<file path="config.mk">
export PLATFORM = sky130hd
export DESIGN_NAME = rotorb_inverse
export DESIGN_NICKNAME = d
export VERILOG_FILES = /design/src/rtl/rotorb_inverse.sv
export SDC_FILE = /design/constraint.sdc
export NUM_CORES = 1
export LEC_CHECK = 0
export ABC_AREA = 1
export BUFFER_PORTS_ARGS = -buffer_cell sky130_fd_sc_hd__buf_2
export CELL_PAD_IN_SITES_DETAIL_PLACEMENT = 1
export CELL_PAD_IN_SITES_GLOBAL_PLACEMENT = 1
export CORE_UTILIZATION = 35
export CTS_BUF_LIST = sky130_fd_sc_hd__clkbuf_8
export CTS_CLUSTER_DIAMETER = 80
export DETAILED_ROUTE_END_ITERATION = 10
export GPL_TIMING_DRIVEN = 0
export PLACE_DENSITY = 0.63
export SLEW_MARGIN = 20
export SYNTH_ARGS = -nofsm -noshare
export SYNTH_HDL_FRONTEND = slang
export SYNTH_SLANG_ARGS = --single-unit
</file>
<file path="constraint.sdc">
create_clock -name clk -period 15.8 [get_ports clk]
set_input_delay 4.74 -clock clk [delete_from_list [all_inputs] [get_ports clk]]
set_output_delay 4.74 -clock clk [all_outputs]
set_load 0.005 [all_outputs]
</file>
<file path="src/rtl/rotorb_inverse.sv">
// Builds the inverse of a 64-entry, 6-bit rotor table one entry per cycle,
// then serves backward lookups with a single cycle of latency.
module rotorb_inverse (
  input  logic         clk,
  input  logic         rst,
  input  logic         build_start,
  input  logic [383:0] rotorB_flat,
  output logic         build_busy,
  output logic         build_done,
  output logic         perm_error,
  input  logic         lookup_valid,
  input  logic [5:0]   lookup_in,
  output logic         lookup_ready,
  output logic         out_valid,
  output logic [5:0]   out_data
);

  typedef enum logic [1:0] {
    IDLE  = 2'd0,
    BUILD = 2'd1,
    READY = 2'd2
  } state_t;

  state_t      state_reg;
  state_t      state_next;

  logic [5:0]  idx_reg;
  logic [5:0]  snap_reg [64];
  logic [5:0]  inv_reg  [64];
  logic [63:0] seen_reg;
  logic        perm_error_reg;
  logic        build_done_reg;
  logic        out_valid_reg;
  logic [5:0]  out_data_reg;

  logic        start_accept;
  logic        lookup_accept;
  logic        building;
  logic [5:0]  cur_val;
  logic        collision;
  logic        last_entry;

  assign building      = (state_reg == BUILD);
  assign start_accept  = build_start && !building;
  assign lookup_accept = lookup_valid && (state_reg == READY);
  assign cur_val       = snap_reg[idx_reg];
  assign collision     = seen_reg[cur_val];
  assign last_entry    = (idx_reg == 6'd63);

  // Next-state logic; the final entry's own collision must count towards the
  // READY/IDLE decision because perm_error_reg only reflects it a cycle later.
  always_comb begin
    state_next = state_reg;
    case (state_reg)
      IDLE, READY: begin
        if (start_accept) begin
          state_next = BUILD;
        end
      end
      BUILD: begin
        if (last_entry) begin
          state_next = (perm_error_reg || collision) ? IDLE : READY;
        end
      end
      default: state_next = IDLE;
    endcase
  end

  always_ff @(posedge clk) begin
    if (rst) begin
      state_reg <= IDLE;
    end else begin
      state_reg <= state_next;
    end
  end

  // Per-entry snapshot, inverse table and seen bitmap.
  generate
    for (genvar gi = 0; gi < 64; gi++) begin : g_entry
      always_ff @(posedge clk) begin
        if (rst) begin
          snap_reg[gi] <= 6'd0;
        end else if (start_accept) begin
          snap_reg[gi] <= rotorB_flat[6*gi +: 6];
        end
      end

      always_ff @(posedge clk) begin
        if (rst) begin
          inv_reg[gi] <= 6'd0;
        end else if (building && (cur_val == 6'(gi))) begin
          inv_reg[gi] <= idx_reg;
        end
      end

      always_ff @(posedge clk) begin
        if (rst) begin
          seen_reg[gi] <= 1'b0;
        end else if (start_accept) begin
          seen_reg[gi] <= 1'b0;
        end else if (building && (cur_val == 6'(gi))) begin
          seen_reg[gi] <= 1'b1;
        end
      end
    end
  endgenerate

  // Build sequencing: entry counter, sticky error flag and done pulse.
  always_ff @(posedge clk) begin
    if (rst) begin
      idx_reg        <= 6'd0;
      perm_error_reg <= 1'b0;
      build_done_reg <= 1'b0;
    end else begin
      build_done_reg <= 1'b0;
      if (start_accept) begin
        idx_reg        <= 6'd0;
        perm_error_reg <= 1'b0;
      end else if (building) begin
        idx_reg <= idx_reg + 6'd1;
        if (collision) begin
          perm_error_reg <= 1'b1;
        end
        if (last_entry) begin
          build_done_reg <= 1'b1;
        end
      end
    end
  end

  // Lookup path reads the table as it stands at acceptance, so a lookup
  // coinciding with build_start is served from the previous table.
  always_ff @(posedge clk) begin
    if (rst) begin
      out_valid_reg <= 1'b0;
      out_data_reg  <= 6'd0;
    end else begin
      out_valid_reg <= lookup_accept;
      if (lookup_accept) begin
        out_data_reg <= inv_reg[lookup_in];
      end
    end
  end

  assign build_busy   = building;
  assign build_done   = build_done_reg;
  assign perm_error   = perm_error_reg;
  assign lookup_ready = (state_reg == READY);
  assign out_valid    = out_valid_reg;
  assign out_data     = out_data_reg;

endmodule

</file>
# Yosys cells after proc, flatten, opt, wreduce, memory -nomap -nowiden
# Memory sizes are Yosys's and may differ from the RTL's. A register that Yosys moved wholly into a read port is not among the register bits.
# Cells that the tools add are included.
dict set report classes {
  mux 334
  reduce_logical 75
  eq_ne 68
  order_cmp 1
  addsub 1
  bitwise 129
}
# operator n
set op_table {}
lappend op_table {{$mux 6} 130}
lappend op_table {{$mux 1} 199}
lappend op_table {{$eq 6x6->1 const B} 33}
lappend op_table {{$or 1x1->1} 128}
lappend op_table {{$eq 6x5->1 const B} 16}
lappend op_table {{$logic_and 1x1->1} 66}
lappend op_table {{$eq 6x4->1 const B} 8}
lappend op_table {{$eq 6x3->1 const B} 4}
lappend op_table {{$eq 6x2->1 const B} 2}
lappend op_table {{$lt 6x7->1 const B} 1}
lappend op_table {{$add 6x1->6 const B} 1}
lappend op_table {{$bmux 1 s6} 1}
lappend op_table {{$eq 6x1->1 const B} 1}
lappend op_table {{$logic_not 6->1} 1}
lappend op_table {{$mux 2} 3}
lappend op_table {{$pmux 2 s2} 1}
lappend op_table {{$reduce_and 2->1} 2}
lappend op_table {{$reduce_or 2->1} 2}
lappend op_table {{$reduce_or 3->1} 1}
lappend op_table {{$eq 2x1->1 const B} 1}
lappend op_table {{$eq 2x2->1 const B} 1}
lappend op_table {{$logic_not 2->1} 1}
lappend op_table {{$ne 2x1->1 const B} 1}
lappend op_table {{$ne 2x2->1 const B} 1}
lappend op_table {{3 further kinds} 3}
dict set report word_totals {
  mem_bits_rw 768
  reg_bits 75
  mem_count 2
  in_bits 394
  output_inout_bits 11
  elab_cells 679
}
# memory words word_bits rd rd_clocked_by_memory_dff write_ports line
set mem_list {}
lappend mem_list {inv_reg 64 6 1 1 64 29} ;# logic [5:0] inv_reg [64];
lappend mem_list {snap_reg 64 6 1 1 64 28} ;# logic [5:0] snap_reg [64];

# Longest topological paths before layout
# Gate-level depths: netlist of run 1.
dict set report depth {
  depth_word 7
  ltp_mapped 25
  ltp_nobuf 21
}

# Worst setup path after synthesis of run 1
# OpenSTA, ideal clock, no wires.
dict set report synth_path {
  path_type {input -> register}
  startpoint {in build_start}
  endpoint {reg (tool-made name)}
  required_ns 15.171
  path_stages 4
  slack_ns -0.635
  setup_time_ns 0.629
  path_buffers 1
  arrival_time_ns 15.806
  cell_sequence {a21oi_1 inv_2 clkbuf_1 nor2_1}
}
# item line
set synth_rtl {}
lappend synth_rtl {{start, declared} 6} ;# input logic build_start,

==> results.json, run 1 <==
{
  "first_pass_iters": 6,
  "worst_hold_path_type": "flip-flop to flip-flop",
  "syn_inst": 4252,
  "startpoint_type": "input pin",
  "end_kind": "flip-flop",
  "die_y_microns": 340,
  "synth_warnings": 0,
  "final_antenna_net_count": 0,
  "max_freq_mhz": 131,
  "status": "finished clean",
  "antenna_found_initial": 5,
  "grt_max_degree": 95,
  "max-clock-path-buffers": 3,
  "finalPower_mw": 5.22,
  "syn_to_final_growth_pct": 17.2,
  "initial_core_util_pct": 35.4,
  "r2r_slack_ns": 11.30,
  "grt_first_pass_wirelength_mm": 250,
  "numClockSinks": 855,
  "synth_top_area_cell": "edfxtp_1",
  "routed-via-count": 34565,
  "setup_viol": 0,
  "port_buffers": 402,
  "syn_area_per_cell_sq_um": 9.41,
  "yosys_register_bits": 855,
  "dominantRegCellSynth": "edfxtp_1",
  "layout-drive-gt1-share_pct": 16.4,
  "worstPathMaxFanout": 10,
  "fin_crit_ns": 7.61,
  "wl_mm": 177,
  "synth_common_cells": "1168 x nor2_1, 768 x edfxtp_1, 502 x nand2_1",
  "cp_cell_sequence": "buf_2, inv_1, clkbuf_1, clkbuf_1, o21ai_0, o22ai_1, nor2_1, o221ai_1, o311ai_0, a21oi_1, a21oi_1, or2_2, inv_1",
  "crit_arrival_ns": 8.41,
  "grt_pass1_vias": 35173,
  "slowest_delay_ns": 0.66,
  "via_per_inst": 5.37,
  "cts_setup_buffers": 0,
  "cts_root_buf": "clkbuf_8",
  "fin_crit_sh_pct": 48.1,
  "synthArstFlopShare_pct": 0,
  "cts_tree": "done",
  "dieArea_sq_um": 116000,
  "cts_buffers": 155,
  "route.detailed.drc": 0,
  "synth.most_common_cell": "nor2_1",
  "grt-ovfl-total": 0,
  "die_w_microns": 340,
  "seq_area_frac_synth_pct": 62.0,
  "pin_count": 405,
  "grtUsageTotal_pct": 30.4,
  "max-slew-margin-rel_pct": 17.7,
  "critical_path_class": "input pin to flip-flop",
  "place_congestion": 0.963,
  "first_iter_violations": 3758,
  "skew_ns": 0.0599,
  "cpMaxStageDelayCell": "clkbuf_1",
  "critPathBufInv": 5,
  "cts.clk_slew.worst_paths_ns": 0.06,
  "clock_latency_ns": 0.88,
  "finalHoldViolations": 0,
  "syn_nets": 4647,
  "avgRoutedWirePerCell_microns": 27.5,
  "worst_ep_required_time_ns": 16.61,
  "cts_resized": 0,
  "htree_levels": 4,
  "synth-edff-count": 768,
  "post-dp-hpwl_mm": 131,
  "netlist_area_sq_um": 40000,
  "crit_family": "buffers and inverters",
  "p_leak_nw": 19.4,
  "coreArea_sq_um": 113000,
  "grt_setup_unrepaired": "false",
  "tightest_slew_ns": 1.24,
  "tns_ns": 0,
  "power.density_nw_per_um2": 111,
  "ctsHoldBuffers": 0,
  "num_rows": 123,
  "final_max_slew_viol_count": 0,
  "maxCapViolCount": 0,
  "irDropWorstVdd_mv": 0.0777,
  "nets": 5210,
  "netlist.area_leader.share_pct": 57.7,
  "yosys-top-cells-area": "edfxtp_1 58%, nor2_1 11%, nand2_1 4.7%, inv_1 4.5%, dfxtp_1 4.4%",
  "ys_types": 40
}
layout by cell type, fill, tap and decap left out, drive strengths merged:
cell,Yosys,final
xor2,1,1
o21ai,381,381
ha,1,1
o21bai,2,2
nand2,510,510
nor2,1191,1191
diode,0,2
nor3b,1,1
dfxtp,87,87
o211ai,10,10
a211oi,1,1
or2,9,9
bufinv,0,4
o22ai,159,159
clkbuf,193,351
edfxtp,768,768
o221ai,22,22
o32ai,2,2
o311ai,5,5
a21oi,93,93
clkinv,0,46
inv,493,564
nor4,2,2
nor3,3,3
buf,97,503
nand3,221,221
clkinvlp,0,3
final timing paths:
kind / cells past startpoint / to / start
max: 13 / out_data[0] / lookup_in[1]
min: 2 / seen_reg[43] / seen_reg[43]
max reg2reg: 15 / inv_reg[28][3] / flip-flop
min reg2reg: 2 / seen_reg[43] / seen_reg[43]
routing by layer:
metal	up-vias	global-route usage, %	wire (microns)
met2	1704	48.9	81600
met1	17261	39.4	72000
met5	-	0	27
met3	397	5.96	14500
met4	4	14.4	9060
li1	15199	-	-
worst reg2reg max path: cells and delay by family, from the launching register on:
family | cells | cell delay [ns]
AO/OA/AOI/OAI | 3 | 0.76
buffers and inverters | 5 | 1.71
flip-flops | 1 | 0.30
AND/OR/NAND/NOR | 7 | 1.41
power by group:
group          internal, mW  switching, mW
Clock                  1.01           1.02
Combinational         0.147          0.436
Sequential             2.58         0.0322
final cells by class:
cell class / instances / area (sq um)
inverters: 493 / 1860
clock buffers: 158 / 2170
repair buffers: 406 / 2120
diodes: 2 / 5.00
well taps: 1500 / 1880
multi-input cells: 2614 / 12000
plain buffers: 290 / 1380
fillers: 13283 / 66100
flip-flops and latches: 855 / 24800
clock inverters: 124 / 686
metrics by stage:
step / utilization (%) / instance area [sq um] / hold WS [ns] / cells / setup slack (ns)
2_1_floorplan: - / 40000 / 0.430 / 4252 / 5.31
3_3_place_gp: 38.8 / 43900 / 0.436 / 6154 / 2.33
3_5_place_dp: 39.0 / 44000 / 0.445 / 6158 / 7.48
4_1_cts: 41.5 / 46900 / 0.454 / 6440 / 8.40
5_1_grt: 41.5 / 46900 / 0.472 / 6441 / 8.21
6_report: 41.5 / 46900 / 0.453 / 6442 / 8.19
kinds of logic (layout without fill, tap and decap cells):
family                   Yosys count  count (layout)  share of synthesized area, %
AO/OA/AOI/OAI                    675             675                          9.37
XOR/XNOR                           1               1                        0.0219
adder cells (fa/ha/maj)            1               1                        0.0313
buffers and inverters            783            1471                          8.03
flip-flops                       855             855                          62.0
other                              0               2                             0
AND/OR/NAND/NOR                 1937            1937                          20.5
No activity file was read; power rests on OpenSTA's default activity.
==> run 2: changes to the inputs <==
ABC_AREA = 0   (was 1)
PLACE_DENSITY = 0.57   (was 0.63)
clock period = 7.79 ns   (was 15.8 ns; I/O delays follow)
==> run 2 against run 1 <==
Effect of this change: area after synthesis shrank 2.5%; largest power group unchanged; first-iteration DRC count shrank 49%; clock-buffer cell count grew 11; routed wire length shrank 25%; die area shrank 2.5%; non-clock buffer count shrank 100; largest cell class unchanged; total power grew 98%.
==> results.json, run 2 <==
{
  "status": "finished clean",
  "pin_count": 405,
  "yosys_register_bits": 855,
  "crit_family": "buffers and inverters",
  "port_buffers": 399,
  "max-slew-margin-rel_pct": 14.7,
  "ys_types": 60,
  "yosys-top-cells-area": "edfxtp_1 59%, mux4_2 13%, and2_1 12%, dfxtp_1 4.5%, clkbuf_1 1.2%",
  "finalHoldViolations": 0,
  "route.detailed.drc": 0,
  "grt_pass1_vias": 26435,
  "syn_area_per_cell_sq_um": 15.1,
  "synth.most_common_cell": "and2_1",
  "layout-drive-gt1-share_pct": 29.8,
  "grt_max_degree": 94,
  "avgRoutedWirePerCell_microns": 27.9,
  "cp_cell_sequence": "buf_2, buf_2, clkbuf_1, mux4_2, mux2i_1, a221o_1, o22ai_2, buf_2, buf_2, nand2_1, buf_2, nor4_1, nor2b_1, and2_1",
  "final_max_slew_viol_count": 0,
  "grt_first_pass_wirelength_mm": 188,
  "die_y_microns": 336,
  "fin_crit_sh_pct": 69.9,
  "p_leak_nw": 17.3,
  "final_antenna_net_count": 0,
  "cts_root_buf": "clkbuf_8",
  "critPathBufInv": 6,
  "syn_inst": 2588,
  "cts_tree": "done",
  "r2r_slack_ns": 2.34,
  "routed-via-count": 24180,
  "worst_ep_required_time_ns": 8.50,
  "synth_top_area_cell": "edfxtp_1",
  "hold_end": "seen_reg[61]",
  "crit_arrival_ns": 6.16,
  "synth_warnings": 0,
  "initial_core_util_pct": 35.3,
  "coreArea_sq_um": 111000,
  "clock_latency_ns": 0.84,
  "netlist.area_leader.share_pct": 59.1,
  "die_w_microns": 336,
  "startpoint_type": "flip-flop",
  "irDropWorstVdd_mv": 0.116,
  "first_iter_violations": 1900,
  "tns_ns": 0,
  "tightest_slew_ns": 1.27,
  "critPathMostFrequentCell": "buf_2",
  "ctsHoldBuffers": 0,
  "max_freq_mhz": 184,
  "worstPathMaxFanout": 10,
  "end_kind": "flip-flop",
  "post-dp-hpwl_mm": 102,
  "worstHoldStart": "seen_reg[61]",
  "placed_area_sq_um": 43000,
  "worst_hold_path_type": "flip-flop to flip-flop",
  "numClockSinks": 855,
  "worstHoldPathCells": 2,
  "r2r-end": "inv_reg[33][1]",
  "cts_buffers": 152,
  "max-clock-path-buffers": 3,
  "cpMaxStageDelayCell": "nor4_1",
  "critical_path_class": "flip-flop to flip-flop",
  "first_pass_iters": 5,
  "cts_resized": 0,
  "mostFrequentLayoutCells": "772 x and2_1, 768 x edfxtp_1, 429 x buf_2",
  "antenna_found_initial": 31,
  "skew_ns": 0.0490,
  "netlist_area_sq_um": 39000,
  "seq_area_frac_synth_pct": 63.6,
  "via_per_inst": 5.07,
  "dieArea_sq_um": 113000,
  "setup_viol": 0,
  "reg2reg_depth": 14,
  "syn_nets": 2983,
  "place_congestion": 0.857,
  "slowest_delay_ns": 0.85,
  "layout_commonest_cell": "and2_1",
  "power.density_nw_per_um2": 224,
  "wl_mm": 133,
  "grtUsageTotal_pct": 23.7,
  "grt-ovfl-total": 0,
  "finalInstanceArea_sq_um": 46000,
  "synth_common_cells": "772 x and2_1, 768 x edfxtp_1, 229 x mux4_2",
  "fin_crit_ns": 5.45,
  "finalPower_mw": 10.3,
  "synthArstFlopShare_pct": 0,
  "cts.clk_slew.worst_paths_ns": 0.06,
  "cts_setup_buffers": 0,
  "dominantRegCellSynth": "edfxtp_1",
  "maxCapViolCount": 0,
  "num_rows": 122,
  "syn_to_final_growth_pct": 17.9,
  "synth-edff-count": 768,
  "htree_levels": 4,
  "grt_setup_unrepaired": "false",
  "nets": 3542
}
==> run 2: changes by cell type after synthesis, moves of 66 or more <==
cell      delta
o21ai_0    -317
inv_1      -445
nor2_1    -1064
clkbuf_1    -66
mux4_2     +229
and2_1     +772
nand3_2     -66
nand3_1    -153
nand2_1    -441
o22ai_1    -153
==> run 2: stage by stage <==
step	worst slack, ns	hold slack, ns	cells	utilization, %
3_3_place_gp	-0.518	0.436	4475	38.8
4_1_cts	2.37	0.452	4757	41.6
5_1_grt	2.14	0.471	4763	41.6
2_1_floorplan	1.82	0.425	2588	-
3_5_place_dp	1.61	0.441	4481	39.0
6_report	2.34	0.447	4771	41.6
==> run 2: worst max-delay path by stage <==
stage | to | cells after the start | slack [ns] | start
final | inv_reg[33][1] | 14 | 2.34 | flip-flop
after global routing | inv_reg[33][1] | 14 | 2.14 | flip-flop
after CTS | inv_reg[33][1] | 14 | 2.37 | flip-flop
after detailed placement | out_data[3] | 8 | 1.61 | lookup_in[0]
after global placement | flip-flop | 6 | -0.52 | rst
after floorplan | snap_reg[0][0] | 4 | 1.82 | rst
==> run 2: final cells by class <==
type                       instances  area (sq um)
inverter                          36           135
timing repair buffer             405          2120
buffer                           191           883
tap                             1488          1860
sequential                       855         24800
multi-input combinational       1506         13300
fill                           11484         64500
clock buffer                     169          2330
antenna                           14          35.0
clock inverter                   107           559
==> run 2: logic make-up (layout without fill, tap and decap cells) <==
kind of cell,count (synthesis),after routing,share of synthesized area (%)
compound gates,123,123,2.26
mux,270,270,14.3
xor+xnor,4,4,0.0899
fa+ha+maj,1,1,0.0321
simple gates,1108,1108,17.2
buf+inv,227,908,2.55
flops,855,855,63.6
other cells,0,14,0
==> run 2: metal layers <==
metal / global-route usage, % / vias to the layer above / wire, microns
li1: - / 10645 / -
met1: 29.3 / 12487 / 54100
met2: 42.0 / 817 / 68500
met3: 4.49 / 207 / 7440
met4: 6.72 / 24 / 2930
met5: 0 / - / 172
==> run 2: power by group <==
| group | internal [mW] | total [mW] | switching (mW) |
|---|---|---|---|
| Clock | 2.07 | 4.04 | 1.97 |
| Sequential | 5.25 | 5.32 | 0.0693 |
| Combinational | 0.385 | 0.948 | 0.564 |
==> run 2: worst register-to-register path, stage by stage (launching register included) <==
cell and delay [ns]:
dfxtp_1 0.34, buf_2 0.28, buf_2 0.40, clkbuf_1 0.71, mux4_2 0.40, mux2i_1 0.09, a221o_1 0.36, o22ai_2 0.14
buf_2 0.33, buf_2 0.34, nand2_1 0.18, buf_2 0.26, nor4_1 0.85, nor2b_1 0.43, and2_1 0.19
